`src/rtl/lcd_timing_gen.sv`:
```
// RGB565 TFT timing generator: sync/DE counters, pixel fetch over a 1-cycle-latency port, sync/DE/data aligned at the pins.
// Optional build macro LCD_TIMING_PATTERN_EN adds pattern_sel and an internal 8-bar colour test pattern.
module lcd_timing_gen #(
  parameter int H_SYNC       = 4,
  parameter int H_BP         = 39,
  parameter int H_ACTIVE     = 480,
  parameter int H_FP         = 2,
  parameter int V_SYNC       = 4,
  parameter int V_BP         = 8,
  parameter int V_ACTIVE     = 272,
  parameter int V_FP         = 4,
  parameter bit SYNC_ACT_LOW = 1'b1
) (
  input  logic        clk,
  input  logic        rst_n,
  input  logic        en,
`ifdef LCD_TIMING_PATTERN_EN
  input  logic        pattern_sel,
`endif
  output logic        pix_req,
  output logic [8:0]  pix_x,
  output logic [8:0]  pix_y,
  input  logic        pix_valid,
  input  logic [15:0] pix_data,
  output logic        lcd_de,
  output logic        lcd_hsync,
  output logic        lcd_vsync,
  output logic [4:0]  lcd_r,
  output logic [5:0]  lcd_g,
  output logic [4:0]  lcd_b,
  output logic        frame_start,
  output logic        underflow
);

  localparam int H_TOTAL = H_SYNC + H_BP + H_ACTIVE + H_FP;
  localparam int V_TOTAL = V_SYNC + V_BP + V_ACTIVE + V_FP;
  localparam int H_AS    = H_SYNC + H_BP;
  localparam int H_AE    = H_AS + H_ACTIVE;
  localparam int V_AS    = V_SYNC + V_BP;
  localparam int V_AE    = V_AS + V_ACTIVE;
  localparam int HW      = $clog2(H_TOTAL);
  localparam int VW      = $clog2(V_TOTAL);

  typedef enum logic [1:0] {IDLE, RUN, STOP} state_t;

  state_t        state, state_nxt;
  logic [HW-1:0] h_cnt, h_nxt;
  logic [VW-1:0] v_cnt, v_nxt;
  int            h_i, v_i;
  logic          running, h_last, v_last, in_active, pat_on;

  assign h_i       = int'(h_cnt);
  assign v_i       = int'(v_cnt);
  assign running   = (state != IDLE);
  assign h_last    = (h_i == H_TOTAL - 1);
  assign v_last    = (v_i == V_TOTAL - 1);
  assign in_active = running && (h_i >= H_AS) && (h_i < H_AE) && (v_i >= V_AS) && (v_i < V_AE);

`ifdef LCD_TIMING_PATTERN_EN
  assign pat_on = pattern_sel;
`else
  assign pat_on = 1'b0;
`endif

  always_ff @(posedge clk or negedge rst_n) begin
    if (!rst_n) begin
      state <= IDLE;
      h_cnt <= '0;
      v_cnt <= '0;
    end else begin
      state <= state_nxt;
      h_cnt <= h_nxt;
      v_cnt <= v_nxt;
    end
  end

  // A stop request only lets the current frame run out; en returning before the end resumes seamlessly.
  always_comb begin
    state_nxt = state;
    h_nxt     = h_cnt;
    v_nxt     = v_cnt;
    case (state)
      IDLE:    if (en) state_nxt = RUN;
      RUN:     if (!en) state_nxt = STOP;
      STOP: begin
        if (en)                  state_nxt = RUN;
        else if (h_last && v_last) state_nxt = IDLE;
      end
      default: state_nxt = IDLE;
    endcase
    if (running) begin
      if (h_last) begin
        h_nxt = '0;
        v_nxt = v_last ? '0 : v_cnt + 1'b1;
      end else begin
        h_nxt = h_cnt + 1'b1;
      end
    end else begin
      h_nxt = '0;
      v_nxt = '0;
    end
  end

  logic act1, hs1, vs1, fs1;

  always_ff @(posedge clk or negedge rst_n) begin
    if (!rst_n) begin
      act1    <= 1'b0;
      pix_req <= 1'b0;
      pix_x   <= '0;
      pix_y   <= '0;
      hs1     <= 1'b0;
      vs1     <= 1'b0;
      fs1     <= 1'b0;
    end else begin
      act1    <= in_active;
      pix_req <= in_active && !pat_on;
      hs1     <= running && (h_i < H_SYNC);
      vs1     <= running && (v_i < V_SYNC);
      fs1     <= running && (h_i == 0) && (v_i == 0);
      if (in_active && !pat_on) begin
        pix_x <= 9'(h_i - H_AS);
        pix_y <= 9'(v_i - V_AS);
      end
    end
  end

  logic hs2, vs2, req2;

  always_ff @(posedge clk or negedge rst_n) begin
    if (!rst_n) begin
      lcd_de      <= 1'b0;
      hs2         <= 1'b0;
      vs2         <= 1'b0;
      frame_start <= 1'b0;
      req2        <= 1'b0;
      underflow   <= 1'b0;
    end else begin
      lcd_de      <= act1;
      hs2         <= hs1;
      vs2         <= vs1;
      frame_start <= fs1;
      req2        <= pix_req;
      if (req2 && !pix_valid) underflow <= 1'b1;
    end
  end

`ifdef LCD_TIMING_PATTERN_EN
  localparam int BAR_W = (H_ACTIVE >= 8) ? H_ACTIVE / 8 : 1;

  function automatic logic [15:0] bar_color(input logic [8:0] x);
    int idx;
    idx = int'(x) / BAR_W;
    case (idx)
      0:       bar_color = 16'hFFFF;
      1:       bar_color = 16'hFFE0;
      2:       bar_color = 16'h07FF;
      3:       bar_color = 16'h07E0;
      4:       bar_color = 16'hF81F;
      5:       bar_color = 16'hF800;
      6:       bar_color = 16'h001F;
      default: bar_color = 16'h0000;
    endcase
  endfunction

  // Separate column register: pix_x must hold while requests are suppressed.
  logic [8:0]  bar_x;
  logic        pat1, pat2;
  logic [15:0] bar2;

  always_ff @(posedge clk or negedge rst_n) begin
    if (!rst_n) begin
      bar_x <= '0;
      pat1  <= 1'b0;
      pat2  <= 1'b0;
      bar2  <= '0;
    end else begin
      if (in_active) bar_x <= 9'(h_i - H_AS);
      pat1 <= pattern_sel;
      pat2 <= pat1;
      bar2 <= act1 ? bar_color(bar_x) : 16'h0000;
    end
  end
`endif

  // Upstream data lands in the same cycle as DE, so the colour is gated from the pin-stage request.
  logic [15:0] rgb;

  always_comb begin
    rgb = 16'h0000;
    if (req2 && pix_valid) rgb = pix_data;
`ifdef LCD_TIMING_PATTERN_EN
    if (pat2) rgb = bar2;
`endif
  end

  assign {lcd_r, lcd_g, lcd_b} = rgb;
  assign lcd_hsync = SYNC_ACT_LOW ? ~hs2 : hs2;
  assign lcd_vsync = SYNC_ACT_LOW ? ~vs2 : vs2;

endmodule
```
`config.mk`:
```
export PLATFORM = sky130hd
export DESIGN_NAME = lcd_timing_gen
export DESIGN_NICKNAME = d
export VERILOG_FILES = /design/src/rtl/lcd_timing_gen.sv
export SDC_FILE = /design/constraint.sdc
export NUM_CORES = 1
export LEC_CHECK = 0
export ABC_CLOCK_PERIOD_IN_PS = 5920
export BUFFER_PORTS_ARGS = -buffer_cell sky130_fd_sc_hd__buf_2
export CORE_ASPECT_RATIO = 0.5
export CORE_MARGIN = 2
export CORE_UTILIZATION = 57
export CTS_CLUSTER_SIZE = 30
export DETAILED_ROUTE_END_ITERATION = 16
export PLACE_DENSITY_LB_ADDON = 0.15
export SLEW_MARGIN = 20
export SYNTH_ARGS = -nofsm -noshare
export SYNTH_HDL_FRONTEND = slang
export SYNTH_SLANG_ARGS = --single-unit
```
`constraint.sdc`:
```
create_clock -name clk -period 5.92 [get_ports clk]
set_clock_uncertainty 0.1 [all_clocks]
set_input_delay 0.888 -clock clk [delete_from_list [all_inputs] [get_ports clk]]
set_output_delay 0.888 -clock clk [all_outputs]
set_load 0.03 [all_outputs]
```
Word level (Yosys, flattened, before mapping)
Index checks and enable logic that the tools add are counted.

cells by class
  bitwise gates (word level) = 2
  equality and inequality tests = 8
  reductions and logical operators = 17
  muxes and demuxes = 11
  magnitude comparators = 6
  $add $sub $neg = 4

operators with widths
  cell                   number
  $logic_not 32->1       2
  $mux 9                 3
  $mux 10                2
  $mux 16                1
  $logic_and 1x1->1      11
  $add 10x1->10 const B  1
  $eq 10x10->1 const B   1
  $ge 10x6->1 const B    1
  $lt 10x10->1 const B   1
  $lt 10x3->1 const B    1
  $add 9x1->9 const B    1
  $eq 9x9->1 const B     1
  $ge 9x4->1 const B     1
  $lt 9x3->1 const B     1
  $lt 9x9->1 const B     1
  $sub 9x4->9 const B    1
  $sub 9x6->9 const B    1
  $mux 2                 4
  $pmux 2 s3             1
  $ne 2x2->1 const B     2
  $ne 3x3->1 const B     1
  $reduce_and 3->1       1
  $eq 2x1->1 const B     1
  $eq 2x2->1 const B     1
  other kinds (5)        6

storage, ports and cells
  bits in registers = 48
  logic and storage cells = 62
  bits of input ports = 20

Logic depth before layout (Yosys ltp)
  depth in word-level cells = 5
  gate-level depth with buffers = 8
  depth with buffers taken out = 7

Least setup slack after synthesis
OpenSTA, ideal clock, no wires.

  path kind = reg-to-reg
  start = reg h_cnt[6]
  end = reg pix_x[0]
  path slack = 3459 ps
  required time = 5695 ps
  cell stages (with the launch flop) = 9
  arrival time = 2236 ps
  path through = dfrtp_1 > buf_6 > or3_1 > buf_2 > o31a_1 > a2111oi_4 > o31ai_4 > buf_6 > mux2_4

between the ends
  longest elaborated chain between the ends = 5
  elaborated cells between the ends (all ways) = 6
  those cells by class = 2 x order compare; 4 x reduce/logical

RTL lines
  element                           RTL line  RTL
  start: declaration                47        logic [HW-1:0] h_cnt, h_nxt;
  start signal: assignment          72        h_cnt <= h_nxt;
  $ge 10x6->1                       57        assign in_active = running && (h_i >= H_AS) && (h_i < H_AE) && (v_i >= V_AS) && (v_i < V_AE);
  $logic_and 1x1->1                 57
  $logic_and 1x1->1 * (3 in a row)  57
  end signal: assignment            122       pix_x <= 9'(h_i - H_AS);
  end: declaration                  21        output logic [8:0] pix_x,

Every way passes the cells marked *; elsewhere a longest branch is shown, timed or not.
A chain may end at the register's enable or synchronous reset.

Worst setup path in the final report
  start = reg h_cnt[7]
  end = reg v_cnt[3]

between the ends
  longest elaborated chain between the ends = 2

RTL lines
  element                 RTL line  RTL
  $eq 10x10->1            55        assign h_last = (h_i == H_TOTAL - 1);
  $ne 2x1->1 (no line)    -
  end signal: assignment  73        v_cnt <= v_nxt;
  end: declaration        48        logic [VW-1:0] v_cnt, v_nxt;

Every way passes these cells.

==> impl_metrics.csv <==
group,metric,value,unit
clock_tree,clockRootBuffer,"clkbuf_8",
setup_path,cpPeakStageDelay,0.88,ns
yosys,ys_ff_latch,48,
grt,antenna_found_initial,0,
clock_tree,clk_latency,0.30,ns
power,p_int,476.9,uW
yosys,ys_seq_area_frac,0.4888,
setup_path,path_class,"flip-flop to flip-flop",
setup_path,cpLargestDelayFamily,"simple AND/OR/NAND/NOR gates",
place,portBuffers,59,
sta,fin_crit_sh,0.4614,
clock_tree,cts_buffers,5,
clock_tree,holdBufCountCts,0,
power,power.density,229.9,mW/mm^2
place,hpwl,3415,microns
setup_path,slowest_stage,"nor4_1",
power,clockPowerShare,0.301,
routing,viasPerCell,5.421,
setup_path,end_kind,"flip-flop",
clock_tree,cts.sinks,48,
routing,drc,0,
sta,setup_slack,3.189,ns
setup_path,worst_ep_arrival_time,2.85,ns
sta,hold_viol_final,0,
sta,rsz0062_at_grt,"no",
yosys,synth_nets,258,
yosys,syn_area_per_cell,10.59,sq um
final_layout,final_util,0.7127,
clock_tree,cts.reportedPaths.clkPinSlew,0.09,ns
run,max-cap-violations,0,
routing,wire_per_inst,14.14,microns
power,switchingPower,182.4,uW
clock_tree,postCtsSetupBuffers,0,
sta,fmax,0.3661,GHz
grt,grt_max_degree,49,
sta,maxSlewHeadroom,0.3322,
floorplanning,rows,16,
clock_tree,ctsResizeCount,0,
sta,min_period,2.731,ns
routing,routed_wl,4809,microns
setup_path,reg2regPathDepth,5,
setup_path,crit_fanout,6,
floorplanning,boundaryPins,60,
final_layout,drive_above_1_share,0.3147,
setup_path,critPathMostFrequentCell,"or3_1",
grt,grt.overflow.total,0,
sta,slew_violations,0,
power,combPwrFrac,0.141,
clock_tree,h-tree-depth,2,
setup_path,cp_num_cells,5,
setup_path,worst-r2r-setup-slack,3.19,ns
floorplanning,fp.dieW,96.86,microns
sta,tns,0,ns
power,max-vdd-ir-drop,0.2529,mV
clock_tree,max-clock-path-buffers,2,
floorplanning,die_h,50.43,microns
grt,grt_pass1_wl,8383,microns
floorplanning,core,0.004024,sq mm
setup_path,crit_path_start_kind,"flip-flop",
final_layout,final_cell_mix,"58 x buf_2, 48 x dfrtp_1, 20 x and3_1, 15 x nor2_1, 14 x nand2_1",
setup_path,required,6.04,ns
final_layout,area_delta_synth_final,16.70,%
setup_path,path_buf_inv,0,
grt,grtUsageTotal,0.2175,
worst_hold_path,hold_path_class,"flip-flop to flip-flop",
grt,grt_pass1_vias,1785,
place,gp_congestion,0.8157,
routing,drt_iter0_drc,84,
routing,vias,1843,
power,p_leak,0.001560,uW
clock_tree,cts_tree,"done",
final_layout,diodes,0,
yosys,syn_inst,232,
sta,finalSetupViolCount,0,
worst_hold_path,whs_path_depth,0,
yosys,synth_area,0.002457,sq mm
yosys,yosysUniqueCellTypes,38,
setup_path,crit_chain,"or3_1, nor4_1, nand2_1, or3_1, o21ai_0",
final_layout,nets,311,
routing,drtAntennaViolNets,0,
floorplanning,start_util,0.6107,
floorplanning,die_area,0.004884,sq mm
power,seq_power_share,0.559,
final_layout,final_common_cell,"buf_2",
yosys,ys.warnings.count,0,
routing,first_pass_iters,4,
power,switching_share,0.2767,
run_status,outcome,"completed",
sta,max_slew.worst_pin.slew,0.9926,ns
place,post-place-ws,3.158,ns
[Yosys cell counts (all sizes together)]
cell,instances,area (sq um)
dfrtp,48,1201
and3,20,125.1
mux2,16,210.2
nor2,15,56.30
nand2,14,52.55
inv,12,45.04
clkbuf,11,41.29
xor2,11,96.34
nor3,9,45.04
xnor2,9,78.83
nand3,8,40.04
o21ai,8,40.04
ha,6,75.07
a21oi,5,25.02
nand4,4,25.02
nor4,4,25.02
buf,3,27.52
or2,3,18.77
or3,3,18.77
a21o,2,15.01
a31oi,2,12.51
and2,2,12.51
mux2i,2,20.02
nor3b,2,15.01
o21a,2,15.01
o31ai,2,28.78
a2111oi,1,27.53
a211oi,1,7.510
a21boi,1,7.510
a41o,1,10.01
nor2b,1,6.260
nor4b,1,8.760
o21bai,1,7.510
o31a,1,8.760
or4,1,7.510
[layer usage]
| metal | track usage | wire, microns |
|---|---|---|
| met1 | 0.2875 | 2133 |
| met3 | 0.05432 | 343 |
| met4 | 0.06573 | 34 |
| met2 | 0.3623 | 2298 |
| met5 | 0 | 0 |
[sequential cells by signal, indices dropped and copies added (netlist names)]
signal,count
hs1,1
vs1,1
underflow,1
pix_x,9
pix_y,9
hs2,1
v_cnt,9
req2,1
state,2
act1,1
frame_start,1
vs2,1
fs1,1
h_cnt,10
[power by group through the flow]
| stage | sequential [uW] | clock (uW) | combinational, uW |
|---|---|---|---|
| 2_1_floorplan | 375 | 0 | 54.8 |
| 3_3_place_gp | 373 | 0 | 90.9 |
| 3_5_place_dp | 375 | 0 | 92.0 |
| 4_1_cts | 368 | 201 | 93.3 |
| 5_1_grt | 372 | 220 | 104 |
| 6_report | 368 | 198 | 92.7 |
[path summary, 6_finish.rpt]
| path | from | end |
|---|---|---|
| worst max-delay path | h_cnt[7]$_DFF_PN0_ | v_cnt[3]$_DFFE_PN0P_ |
| worst min-delay path | hs1$_DFF_PN0_ | hs2$_DFF_PN0_ |
| worst max register to register | h_cnt[7]$_DFF_PN0_ | v_cnt[3]$_DFFE_PN0P_ |
| worst min register to register | hs1$_DFF_PN0_ | hs2$_DFF_PN0_ |
| max in group asynchronous | rst_n | fs1$_DFF_PN0_ |
| min in group asynchronous | rst_n | pix_x[3]$_DFFE_PN0P_ |
[final cells by class]
class / count / area, sq um
Fill cell: 299 / 1156
Sequential cell: 48 / 1201
Tap cell: 54 / 67.56
Clock inverter: 2 / 10.01
Multi-Input combinational cell: 158 / 1149
Timing Repair Buffer: 60 / 312.8
Inverter: 12 / 45.04
Clock buffer: 6 / 82.58
[stage by stage]
stage,cells,hold WS (ns),power [uW],cell area [sq um]
2_1_floorplan,232,0.2312,430.1,2457
3_3_place_gp,331,0.2337,463.7,2751
3_5_place_dp,331,0.2387,467.0,2751
4_1_cts,339,0.2574,662.7,2844
5_1_grt,340,0.2754,696.1,2868
6_report,340,0.2547,659.3,2868
[cell families (layout without fill, tap and decap cells)]
group	count (synthesis)	after routing	share of synthesized area
AO/OA/AOI/OAI	27	27	0.08350
adder cells (fa/ha/maj)	6	6	0.03055
flip-flops	48	48	0.4888
XOR/XNOR	20	20	0.07128
AND/OR/NAND/NOR	87	87	0.1858
multiplexers	18	18	0.09369
buffers and inverters	26	80	0.04633
Power figures use the tool's default switching activity.
